<file path="config.mk">
export PLATFORM = sky130hd
export DESIGN_NAME = ex_flags_stage
export DESIGN_NICKNAME = d
export VERILOG_FILES = /design/src/rtl/ex_flags_stage.sv
export SDC_FILE = /design/constraint.sdc
export NUM_CORES = 1
export LEC_CHECK = 0
export CAP_MARGIN = 20
export CELL_PAD_IN_SITES_DETAIL_PLACEMENT = 0
export CELL_PAD_IN_SITES_GLOBAL_PLACEMENT = 2
export CORE_ASPECT_RATIO = 1.1
export CORE_MARGIN = 2
export CORE_UTILIZATION = 23
export CTS_BUF_LIST = sky130_fd_sc_hd__clkbuf_8
export CTS_CLUSTER_SIZE = 16
export DETAILED_ROUTE_END_ITERATION = 12
export GPL_TIMING_DRIVEN = 0
export PLACE_DENSITY_LB_ADDON = 0.1
export SETUP_SLACK_MARGIN = 0.1
export SLEW_MARGIN = 15
export SYNTH_ARGS = -nofsm -noshare
export SYNTH_HDL_FRONTEND = slang
export SYNTH_SLANG_ARGS = --single-unit
</file>
<file path="constraint.sdc">
create_clock -name clock -period 2.2 [get_ports clock]
set_input_delay 0.55 -clock clock [delete_from_list [all_inputs] [get_ports clock]]
set_output_delay 0.55 -clock clock [all_outputs]
set_load 0.03 [all_outputs]
</file>
<file path="src/rtl/ex_flags_stage.sv">
// Execute-to-writeback stage: registers the ALU result, owns the architectural
// flag register, resolves BRFL branches and squashes wrong-path entries.
module ex_flags_stage #(
    parameter int DATA_WIDTH   = 32,
    parameter int SQUASH_COUNT = 2
) (
    input  logic                  clock,
    input  logic                  reset,
    input  logic                  in_valid,
    output logic                  in_ready,
    input  logic [DATA_WIDTH-1:0] alu_result,
    input  logic [2:0]            alu_flags,
    input  logic [5:0]            func,
    input  logic [4:0]            rd,
    input  logic [2:0]            brfl_mask,
    input  logic [DATA_WIDTH-1:0] brfl_target,
    output logic                  out_valid,
    input  logic                  out_ready,
    output logic [DATA_WIDTH-1:0] out_result,
    output logic [4:0]            out_rd,
    output logic                  out_we,
    output logic                  out_illegal,
    output logic                  branch_taken,
    output logic [DATA_WIDTH-1:0] branch_target,
    output logic [2:0]            flags
);

    typedef enum logic [1:0] {
        CLS_FLAG_SET,
        CLS_WRITE,
        CLS_BRANCH,
        CLS_ILLEGAL
    } func_class_t;

    localparam logic [1:0] SQUASH_RELOAD = 2'(SQUASH_COUNT);

    func_class_t func_class;
    logic [1:0]  squash_cnt;
    logic        accept;
    logic        squashing;
    logic        live;
    logic        taken;

    always_comb begin
        // NOTE: default assigned first so no path through the case infers a latch.
        func_class = CLS_ILLEGAL;
        case (func)
            6'b100000, 6'b100010, 6'b011000, 6'b011010: func_class = CLS_FLAG_SET;
            6'b100100, 6'b100101, 6'b100111:            func_class = CLS_WRITE;
            6'b111111:                                  func_class = CLS_BRANCH;
            default:                                    func_class = CLS_ILLEGAL;
        endcase
    end

    assign in_ready  = !out_valid || out_ready;
    assign accept    = in_valid && in_ready;
    assign squashing = squash_cnt != 2'd0;
    assign live      = accept && !squashing;
    // Uses the flag register as it stands before this edge, so a flag-setter
    // accepted one cycle earlier is already visible here.
    assign taken     = (func_class == CLS_BRANCH) && |(flags & brfl_mask);

    always_ff @(posedge clock) begin
        // NOTE: non-blocking assignments so every register samples pre-edge values.
        if (reset) begin
            out_valid     <= 1'b0;
            out_result    <= '0;
            out_rd        <= '0;
            out_we        <= 1'b0;
            out_illegal   <= 1'b0;
            branch_taken  <= 1'b0;
            branch_target <= '0;
            flags         <= 3'b000;
            squash_cnt    <= 2'd0;
        end else begin
            if (accept && squashing) begin
                squash_cnt <= squash_cnt - 2'd1;
            end else if (live && taken) begin
                squash_cnt <= SQUASH_RELOAD;
            end

            if (live) begin
                out_valid     <= 1'b1;
                out_result    <= alu_result;
                out_rd        <= rd;
                out_we        <= (func_class == CLS_FLAG_SET) || (func_class == CLS_WRITE);
                out_illegal   <= func_class == CLS_ILLEGAL;
                branch_taken  <= taken;
                branch_target <= taken ? brfl_target : '0;
                if (func_class == CLS_FLAG_SET) begin
                    flags <= alu_flags;
                end
            end else if (out_ready) begin
                out_valid <= 1'b0;
            end
        end
    end

endmodule

</file>
==> flow_summary_export.csv <==
group,metric,value,unit
worst_hold_path,worstHoldPathType,"reg2reg",
clock_network,h-tree-depth,3,
timing,finalSetupViolations,0,
cells_and_area,nets,615,
floorplan,die_x,112,um
global_route,track_usage,14.3,%
timing,slew_headroom,57.4,%
logic_synthesis,syn_inst,358,
worst_hold_path,hold-path-endpoint,"branch_target[24]$_SDFFE_PP0P_",
global_route,gr-usage-met1,17.5,%
logic_synthesis,syn_area,2940,um2
critical_path,critical_path_buf_inv_count,1,
clock_network,clk_path_buf_depth,2,
route,drc,0,
cells_and_area,post-route-util,39.2,%
route,wirelength,9750,um
critical_path,cp-end-kind,"output port",
critical_path,start_kind,"register",
power,p_leak,1.75,nW
global_route,grt_pass1_wl,15100,um
clock_network,clock_sinks,78,
timing,fin_crit_sh,91.8,%
timing,fin_worst_skew,5.22,ps
critical_path,critPathSlowestCell,"clkdlybuf4s50_1",
job,maxCapViolations,0,
power,worst_ir_drop_vdd,0.322,mV
timing,slew_viol_final,0,
timing,post-route-worst-setup-slack,180,ps
critical_path,arrival,1470,ps
placement,hpwl,7050,um
global_route,grt_util_met3,4.49,%
placement,gp_congestion,0.726,
floorplan,io_pins,162,
global_route,busiest_layer,"met2",
route,avgRoutedWirePerCell,14.1,um
clock_network,cts_tree,"built",
global_route,grt_pass1_vias,2960,
power,powerDensity,653,nW/um2
cells_and_area,layout-area-overhead-vs-synth,66.8,%
route,ant_nets,0,
logic_synthesis,synth-main-ff-cell,"dfxtp_1",
logic_synthesis,synth_seq_cells,78,
route,vias,2995,
critical_path,critPathMaxStageDelay,730,ps
global_route,grt_max_degree,12,
outcome,status,"finished, final reports clean",
route,drt-initial-drc-count,97,
route,viasPerCell,4.35,
critical_path,worstReg2RegStart,"squash_cnt[0]$_SDFFE_PP0P_",
logic_synthesis,synthArstFlopShare,0,%
critical_path,reg2reg_slack,570,ps
floorplan,initial_utilization,23.5,%
logic_synthesis,avgSynthCellArea,8.22,um2
logic_synthesis,synth_cell_types,28,
critical_path,crit_family,"buffers and inverters",
floorplan,die_h,123,um
critical_path,required,1650,ps
worst_hold_path,min_path_cells,2,
global_route,grt_antenna_before_repair,0,
floorplan,die_area,13700,um2
critical_path,crit_chain,"clkdlybuf4s50_1",
timing,min_period,2020,ps
timing,worst-slew-pin-transition,638,ps
floorplan,design.core.area,12500,um2
placement,place_ws,-193,ps
logic_synthesis,ys_warn_count,0,
clock_network,clkSlewWorstSetupHoldPaths,80,ps
logic_synthesis,synth_nets,444,
cells_and_area,drive_gt1_share,7.89,%
cells_and_area,fill_cells,1333,
clock_network,numCtsBuffers,9,
global_route,grt-ovfl-total,0,
timing,rsz0062_at_grt,"no",
timing,whs,452,ps
critical_path,r2r_cells,7,
placement,io_buffers,160,
clock_network,clock-root-buffer,"clkbuf_8",
logic_synthesis,ys_seq_area_share,53.0,%
critical_path,r2r-end,"branch_target[20]$_SDFFE_PP0P_",
logic_synthesis,yosysTopAreaCellShare,53.0,%
worst_hold_path,hp-start,"branch_target[24]$_SDFFE_PP0P_",
logic_synthesis,synth_edf_count,0,
floorplan,rows,43,
clock_network,insertion_delay,350,ps
timing,hold_violations,0,
critical_path,crit_fanout,2,
logic_synthesis,synth_area_leaders,"dfxtp_1, nand2_1, a21oi_1",
timing,timing.fmax,0.495,GHz
critical_path,path_class,"reg2out",
cells_and_area,num_antenna_cells,0,
timing,tns,0,ps
route,drtPass1Iterations,4,
logic_synthesis,synth_area_leader_cell,"dfxtp_1",
global_route,met2_usage,23.0,%
-- cells by family after synthesis --
group	after synthesis	synth area share [%]
AND/OR/NAND/NOR	167	25.5
multiplexers	3	1.02
AO/OA/AOI/OAI	79	14.4
adder cells (fa/ha/maj)	1	0.425
buffers and inverters	30	5.65
flip-flops	78	53.0
-- Yosys cell counts (all sizes together) (2+ instances only) --
master / n
nor3: 5
nor2: 4
a21oi: 73
nand3: 35
or2: 2
inv: 2
buf: 20
dfxtp: 78
mux2i: 3
nand2b: 7
clkbuf: 8
nand2: 110
-- power breakdown --
part / leakage, nW / switching, W / total, W / internal (W)
clock network: 0.0955 / 0.000523 / 0.00101 / 0.000485
registers: 0.635 / 0.0000341 / 0.00151 / 0.00148
logic: 1.02 / 0.000367 / 0.000687 / 0.000320
total: 1.75 / 0.000925 / 0.00321 / 0.00228
-- routing by layer --
layer | up-vias | wire length (um)
met4 | 0 | 161
met2 | 87 | 4530
met3 | 10 | 644
li1 | 1528 | -
met1 | 1370 | 4410
met5 | - | 0
-- cells in the final DEF (no fill, tap or decap), types with 3 or more instances in the layout --
cell             count
a21oi_1             73
buf_2               13
buf_4                4
buf_6                3
clkbuf_1             8
clkbuf_8            12
clkdlybuf4s50_1    159
dfxtp_1             78
inv_1                3
mux2i_1              3
nand2_1            110
nand2b_1             6
nand3_1             34
nor2_1               4
nor3_1               3
-- state kept, by name, indices dropped and copies added, names as in the netlist --
| name | cells |
|---|---|
| branch_target | 32 |
| out_valid | 1 |
| squash_cnt | 2 |
| flags | 3 |
| out_illegal | 1 |
| branch_taken | 1 |
| out_result | 32 |
| out_we | 1 |
| out_rd | 5 |
-- through the flow --
stage	area, um2	total power (W)	std cells
4_1_cts	4920	0.00328	689
3_3_place_gp	4740	0.00224	675
6_report	4910	0.00321	689
5_1_grt	4910	0.00339	689
2_1_floorplan	2940	0.00188	358
3_5_place_dp	4740	0.00225	675
-- worst max path at each step --
stage / from / endpoint / slack, ps / cells past startpoint
finish: out_valid$_SDFFE_PP0P_ / out_valid / 180 / 1
global route: out_valid$_SDFFE_PP0P_ / out_valid / 110 / 1
CTS: out_ready / in_ready / 100 / 3
detailed placement: out_ready / in_ready / -190 / 3
global placement: out_ready / in_ready / -200 / 3
floorplan: out_ready / branch_target[30]$_SDFFE_PP0P_ / 660 / 6
-- layout make-up --
type	count	area (um2)	share of cell area, %
sequential	78	1560	31.8
multi-input combinational	250	1220	24.8
clock inverter	2	8.76	0.178
inverter	2	7.51	0.153
timing repair buffer	160	1600	32.5
buffer	28	159	3.24
tap	157	196	4.00
clock buffer	12	165	3.36
-- what timing repair did --
| item | CTS | global route |
|---|---|---|
| hold buffers | 0 | 0 |
| resized for setup | 2 | 1 |
| setup buffers | 0 | 0 |
| endpoints found under the setup margin | 1 | 1 |
| gates cloned | 0 | 0 |
(Power assumes the default switching activity.)
